$ cat src/rtl/alu_ctrl_pkg.sv
// Shared definitions for the ALU sharing controller: ALU select codes,
// FSM state encodings, the issue command record and the latency lookup.
package alu_ctrl_pkg;

    localparam int unsigned CNT_W = 8;

    localparam logic [2:0] OP_FWD  = 3'd0;
    localparam logic [2:0] OP_ADD  = 3'd1;
    localparam logic [2:0] OP_AND  = 3'd2;
    localparam logic [2:0] OP_OR   = 3'd3;
    localparam logic [2:0] OP_MULT = 3'd4;
    localparam logic [2:0] OP_SL   = 3'd5;
    localparam logic [2:0] OP_SR   = 3'd6;

    localparam logic [1:0] ST_IDLE = 2'd0;
    localparam logic [1:0] ST_EXEC = 2'd1;
    localparam logic [1:0] ST_RESP = 2'd2;

    typedef struct packed {
        logic [2:0] sel;
        logic [7:0] data1;
        logic [7:0] data2;
    } alu_cmd_t;

    // EXEC cycle count for an op; code 7 falls into the basic class.
    function automatic logic [CNT_W-1:0] lat_cycles(
        input logic [2:0]  op,
        input int unsigned lat_basic,
        input int unsigned lat_shift,
        input int unsigned lat_mult
    );
        logic [CNT_W-1:0] lat;
        lat = CNT_W'(lat_basic);
        case (op)
            OP_MULT:      lat = CNT_W'(lat_mult);
            OP_SL, OP_SR: lat = CNT_W'(lat_shift);
            default:      lat = CNT_W'(lat_basic);
        endcase
        return lat;
    endfunction

endpackage

$ cat src/rtl/rr_arbiter_2.sv
// Two-way round-robin grant logic; the pointer is owned by the caller.
module rr_arbiter_2 (
    input  logic [1:0] req,
    input  logic       ptr,
    input  logic       en,
    output logic [1:0] gnt
);

    // ptr == 0 favours requester 0, ptr == 1 favours requester 1.
    always_comb begin
        gnt[0] = en & req[0] & (~req[1] | ~ptr);
        gnt[1] = en & req[1] & (~req[0] |  ptr);
    end

endmodule

$ cat src/rtl/alu_arbiter.sv
// Shares one 8-bit ALU between two requesters: accepts one op at a time,
// holds the ALU inputs for the op's latency, then returns RESULT/ZERO.
module alu_arbiter
    import alu_ctrl_pkg::*;
#(
    parameter int unsigned LAT_BASIC = 1,
    parameter int unsigned LAT_SHIFT = 2,
    parameter int unsigned LAT_MULT  = 3
) (
    input  logic       CLK,
    input  logic       RESET,
    input  logic       REQ0_VALID,
    output logic       REQ0_READY,
    input  logic [2:0] REQ0_OP,
    input  logic [7:0] REQ0_A,
    input  logic [7:0] REQ0_B,
    input  logic       REQ1_VALID,
    output logic       REQ1_READY,
    input  logic [2:0] REQ1_OP,
    input  logic [7:0] REQ1_A,
    input  logic [7:0] REQ1_B,
    output logic       RSP0_VALID,
    input  logic       RSP0_READY,
    output logic       RSP1_VALID,
    input  logic       RSP1_READY,
    output logic [7:0] RSP_RESULT,
    output logic       RSP_ZERO,
    output logic [7:0] ALU_DATA1,
    output logic [7:0] ALU_DATA2,
    output logic [2:0] ALU_SELECT,
    input  logic [7:0] ALU_RESULT,
    input  logic       ALU_ZERO
);

    localparam logic [CNT_W-1:0] CNT_ONE = CNT_W'(1);

    logic [1:0]       state_q,  state_d;
    logic [CNT_W-1:0] cnt_q,    cnt_d;
    logic             owner_q,  owner_d;
    logic             ptr_q,    ptr_d;
    alu_cmd_t         cmd_q,    cmd_d;
    logic [7:0]       result_q, result_d;
    logic             zero_q,   zero_d;

    logic [1:0]       gnt;
    logic             arb_en;
    alu_cmd_t         win_cmd;
    logic             owner_rsp_ready;

    // Grants are gated by reset so READY is 0 while RESET is asserted.
    assign arb_en = (state_q == ST_IDLE) && RESET;

    rr_arbiter_2 u_rr (
        .req (
            {REQ1_VALID, REQ0_VALID}
        ),
        .ptr (ptr_q),
        .en  (arb_en),
        .gnt (gnt)
    );

    assign win_cmd = gnt[1] ? '{sel: REQ1_OP, data1: REQ1_A, data2: REQ1_B}
                            : '{sel: REQ0_OP, data1: REQ0_A, data2: REQ0_B};
    assign owner_rsp_ready = owner_q ? RSP1_READY : RSP0_READY;

    // NOTE: every always_comb output gets a default first so no path leaves it unassigned (no latch).
    always_comb begin
        state_d  = state_q;
        cnt_d    = cnt_q;
        owner_d  = owner_q;
        ptr_d    = ptr_q;
        cmd_d    = cmd_q;
        result_d = result_q;
        zero_d   = zero_q;

        case (state_q)
            ST_IDLE: begin
                if (|gnt) begin
                    owner_d = gnt[1];
                    cmd_d   = win_cmd;
                    cnt_d   = lat_cycles(win_cmd.sel, LAT_BASIC, LAT_SHIFT, LAT_MULT) - CNT_ONE;
                    state_d = ST_EXEC;
                end
            end
            ST_EXEC: begin
                if (cnt_q == '0) begin
                    result_d = ALU_RESULT;
                    zero_d   = ALU_ZERO;
                    state_d  = ST_RESP;
                end else begin
                    cnt_d = cnt_q - CNT_ONE;
                end
            end
            ST_RESP: begin
                if (owner_rsp_ready) begin
                    ptr_d   = ~owner_q;
                    state_d = ST_IDLE;
                end
            end
            default: state_d = ST_IDLE;
        endcase
    end

    // NOTE: state flops use non-blocking assignment so every flop samples pre-edge values.
    always_ff @(posedge CLK or negedge RESET) begin
        if (!RESET) begin
            state_q  <= ST_IDLE;
            cnt_q    <= '0;
            owner_q  <= 1'b0;
            ptr_q    <= 1'b0;
            cmd_q    <= '0;
            result_q <= '0;
            zero_q   <= 1'b0;
        end else begin
            state_q  <= state_d;
            cnt_q    <= cnt_d;
            owner_q  <= owner_d;
            ptr_q    <= ptr_d;
            cmd_q    <= cmd_d;
            result_q <= result_d;
            zero_q   <= zero_d;
        end
    end

    assign REQ0_READY = gnt[0];
    assign REQ1_READY = gnt[1];
    assign RSP0_VALID = (state_q == ST_RESP) && !owner_q;
    assign RSP1_VALID = (state_q == ST_RESP) &&  owner_q;
    assign RSP_RESULT = result_q;
    assign RSP_ZERO   = zero_q;
    assign ALU_SELECT = cmd_q.sel;
    assign ALU_DATA1  = cmd_q.data1;
    assign ALU_DATA2  = cmd_q.data2;

endmodule

$ cat config.mk
export PLATFORM = sky130hd
export DESIGN_NAME = alu_arbiter
export DESIGN_NICKNAME = d
export VERILOG_FILES = /design/src/rtl/alu_ctrl_pkg.sv /design/src/rtl/rr_arbiter_2.sv /design/src/rtl/alu_arbiter.sv
export SDC_FILE = /design/constraint.sdc
export NUM_CORES = 1
export LEC_CHECK = 0
export ABC_AREA = 1
export CAP_MARGIN = 20
export CORE_MARGIN = 5
export CORE_UTILIZATION = 60
export CTS_BUF_LIST = sky130_fd_sc_hd__clkbuf_4 sky130_fd_sc_hd__clkbuf_8
export DETAILED_ROUTE_END_ITERATION = 10
export DONT_BUFFER_PORTS = 1
export PLACE_DENSITY_LB_ADDON = 0.05
export SLEW_MARGIN = 20
export SYNTH_ARGS = -nofsm -noshare
export SYNTH_HDL_FRONTEND = slang
export SYNTH_SLANG_ARGS = --single-unit
$ cat constraint.sdc
create_clock -name CLK -period 4 [get_ports CLK]
set_input_delay 0.8 -clock CLK [delete_from_list [all_inputs] [get_ports CLK]]
set_output_delay 0.8 -clock CLK [all_outputs]
set_load 0.05 [all_outputs]
Word-level counts from Yosys, hierarchy flattened
Index checks and enable logic that the tools add are counted.
{ "totals": {"register_bits": 40, "in_bits": 53, "out_inout_bits": 32} }
{ "classes": {"add_sub_neg": 2, "eq_ne": 9, "n_mux": 12, "bitwise_logic": 10, "n_reduce_logical": 14} }
{ "ops": {"columns": ["cell", "n"], "rows": [
  ["$mux 8", 4],
  ["$mux 19", 1],
  ["$pmux 8 s2", 1],
  ["$sub 8x1->8 const B", 2],
  ["$eq 3x3->1 const B", 3],
  ["$logic_not 8->1", 1],
  ["$mux 2", 3],
  ["$ne 2x2->1 const B", 3],
  ["$pmux 2 s3", 1],
  ["$reduce_and 2->1", 3],
  ["$reduce_and 3->1", 2],
  ["$and 1x1->1", 4],
  ["$not 1->1", 4],
  ["$pmux 2 s2", 1],
  ["$reduce_or 2->1", 2],
  ["$logic_and 1x1->1", 3],
  ["$eq 2x1->1 const B", 1],
  ["$eq 2x2->1 const B", 1],
  ["$logic_not 2->1", 1],
  ["$ne 2x1->1 const B", 1],
  ["$or 1x1->1", 2],
  ["$reduce_bool 2->1", 1],
  ["$logic_not 1->1", 1],
  ["$mux 1", 1]
]} }

Logic depth before layout (Yosys ltp)
{ "depth": {"ltp_word": 13, "mapped_depth": 16, "depth_no_buf": 15} }

Hierarchy
From an unflattened synthesis, not the netlist that was laid out.
{ "hier_totals": {"cells_unflattened": 235, "hier_area_um2": 1928.1} }
{ "modules_own_cells": {"columns": ["module", "n_inst", "cells_per_inst", "area_per_inst_um2"], "rows": [
  ["alu_arbiter", 1, 230, 1906.8],
  ["rr_arbiter_2", 1, 5, 21.3]
]} }

Worst setup path after synthesis
No wires, ideal clock.
{ "synth_path": {"path_type": "input -> output", "startpoint": "in REQ1_VALID", "endpoint": "out REQ1_READY", "t_arrival_ps": 1837, "slack_ps": 1363, "cell_stages": 4, "cell_sequence": "a21boi_4 -> nand2_2 -> inv_2 -> clkbuf_1"} }
{ "synth_via": {"elab_chain_len": 2} }
{ "synth_lines": {"columns": ["item", "line_no", "source"], "rows": [
  ["from (decl)", "alu_arbiter.sv:17", "input logic REQ1_VALID,"],
  ["$and 1x1->1 (2 in series)", "rr_arbiter_2.sv:12", "gnt[1] = en & req[1] & (~req[0] | ptr);"],
  ["to (decl)", "alu_arbiter.sv:18", "output logic REQ1_READY,"]
]} }
No other way between the ends.

Worst setup path in the final report
{ "layout_path": {"startpoint": "in RESET", "endpoint": "out REQ1_READY"} }
{ "layout_via": {"elab_chain_len": 3} }
{ "layout_lines": {"columns": ["item", "line_no", "source"], "rows": [
  ["from (decl)", "alu_arbiter.sv:11", "input logic RESET,"],
  ["$logic_and 1x1->1", "alu_arbiter.sv:51", "assign arb_en = (state_q == ST_IDLE) && RESET;"],
  ["$and 1x1->1 (2 in series)", "rr_arbiter_2.sv:12", null]
]} }
No other way between the ends.

==> run_results.csv <==
group,metric,value,unit
outcome,outcome,"finished, final reports clean",
power,vdd_drop_max,0.000531,V
cts,cts_setup_buffers,0,
synthesis,synthCells,228,
timing,setup_viol,0,
final_layout,diodes,0,
drt,via_per_inst,5.50,
final_layout,final_common_cell,"nand2_1",
floorplanning,coreArea,3100,um2
grt,track_usage,20.5,%
timing,fmax,0.384,GHz
drt,wirelength,4100,um
power,power_density,989,nW/um2
job,drv_cap,0,
synthesis,synth_top_area_share,50.7,%
final_layout,most-common-layout-cells,"nand2_1, dfrtp_1, nor2_1",
final_layout,drive_gt1_share,15.7,%
place,dp_hpwl,3220,um
synthesis,syn_area,1970,um2
power,finalPower,2040,uW
drt,wl_met1,1530,um
cts,hold_buffers,0,
grt,grt_pass1_wl,6810,um
final_layout,ff_latch_area,1000,um2
grt,grt-ovfl-total,0,
drt,drc_errors,0,
synthesis,synth_top_area_cell,"dfrtp_1",
setup_path,critPathMaxFanout,41,
synthesis,synth_seq_cells,40,
floorplanning,ios,85,
timing,hold_slack,126,ps
floorplanning,start_util,63.6,%
timing,fin_crit,2610,ps
timing,fin_skew,10.8,ps
final_layout,area_growth,4.31,%
place,dp_cells,266,
drt,via_count,1508,
floorplanning,die-area,4540,um2
timing,tightest_slew,887,ps
setup_path,cp-start-kind,"input pin",
setup_path,endpoint_kind,"output pin",
cts,cts_tree,"built",
final_layout,final_util,66.3,%
cts,path_clk_slew,120,ps
drt,ant_nets,0,
floorplanning,rows,20,
synthesis,ys_warn_count,0,
grt,antenna_found_initial,0,
cts,clockRootBuffer,"clkbuf_4",
synthesis,avgSynthCellArea,8.65,um2
floorplanning,die_h,67.3,um
final_layout,multi_input_area,840,um2
cts,numCtsBuffers,5,
drt,drt_iter0_markers,82,
floorplanning,dieWidth,67.3,um
place,port-buffer-count,0,
final_layout,num-nets-final,283,
setup_path,cp.required,3200,ps
timing,rsz0062_at_grt,"false",
cts,cts.path.max_buffers,2,
timing,finalCritPeriodShare,65.2,%
synthesis,syn_nets,282,
min_path,hp-class,"input pin to async pin",
cts,ctsResizeCount,0,
grt,grt_pass1_vias,1568,
cts,clk_latency,350,ps
drt,drt_pass1_iterations,6,
final_layout,fill_cells,293,
power,p_leak,0.000990,uW
timing,fin_tns_setup,0,ps
timing,slew_viol_final,0,
drt,routedWlPerCell,14.9,um
final_layout,final-instance-count-excl-fill,274,
cts,htree_levels,2,
synthesis,yosysUniqueCellTypes,24,
drt,met2_length,2070,um
timing,hold_viol_final,0,
setup_path,worstPathArrival,1810,ps
cts,clock_sinks,40,
setup_path,critical_path_class,"input pin to output pin",
grt,grt_max_degree,42,
timing,slew_headroom,40.6,%
place,gp_congestion,0.822,
synthesis,synth.yosys.seq_area_share,50.7,%
drt,route.met3.wl,447,um
synthesis,synth_area_leaders,"dfrtp_1, nand2_1, nor2_1, a31oi_1, mux2_2",
drt,top_layer,"met4",
metrics by stage:
step | setup slack [ps] | instance area [um2]
after CTS | 1370 | 2060
after detailed placement | 1320 | 2000
after global routing | 1220 | 2060
final | 1390 | 2060
after floorplan | 1360 | 1970
after global placement | 1390 | 2000
Yosys cell counts, drive strengths merged:
cell type   n
nand3      11
a21oi       3
nand2      63
nand4       2
mux2        9
dfrtp      40
nor2       36
a21boi      1
clkbuf      2
buf         5
xor2        2
inv        25
a31oi      18
ha          1
o211ai      1
o21ai       9
power by group:
group	internal (uW)	total, uW	switching [uW]
Combinational	231	599	367
Clock	83.7	212	129
Sequential	589	1220	635
Total	904	2040	1130
sequential cells by signal, indices dropped and copies added (netlist names):
name	flops
RSP_ZERO	1
ALU_SELECT	3
ALU_DATA1	8
state_q	2
ptr_q	1
ALU_DATA2	8
cnt_q	8
owner_q	1
RSP_RESULT	8
area by class of cell:
type                            count  area share [%]
Sequential cell                    40            48.6
Multi-Input combinational cell    156            40.8
Inverter                           25            4.56
Tap cell                           44            2.67
Clock buffer                        6            2.49
Clock inverter                      2           0.486
Timing Repair Buffer                1           0.365
metal layers:
layer / track usage [%] / vias up
met5: 0 / -
met4: 7.09 / 0
met3: 9.15 / 7
met2: 35.0 / 66
met1: 22.6 / 700
li1: - / 735
cells by family (layout without fill, tap and decap cells):
kind of cell / count (synthesis) / in the layout / share of synthesized area (%)
simple gates: 112 / 112 / 25.0
flops: 40 / 40 / 50.7
compound gates: 32 / 32 / 10.8
buf+inv: 32 / 34 / 6.72
mux: 9 / 9 / 5.14
xor+xnor: 2 / 2 / 0.888
fa+ha+maj: 1 / 1 / 0.634
final timing paths:
check	startpoint	end	slack, ps	depth (start not counted)
worst max-delay path	RESET	REQ1_READY	1390	5
worst min-delay path	RESET	ALU_DATA2[3]	130	0
worst max register to register	state_q[1]	cnt_q[4]	1690	14
worst min register to register	cnt_q[7]	cnt_q[7]	520	2
max in group asynchronous	RESET	ALU_DATA1[7]	3780	0
min in group CLK	cnt_q[7]	cnt_q[7]	520	2
critical path: stages:
cell	delay, ps
inv_1	50
nor2_4	150
nand2_2	290
inv_2	180
buf_4	310
No activity file was read; power rests on OpenSTA's default activity.
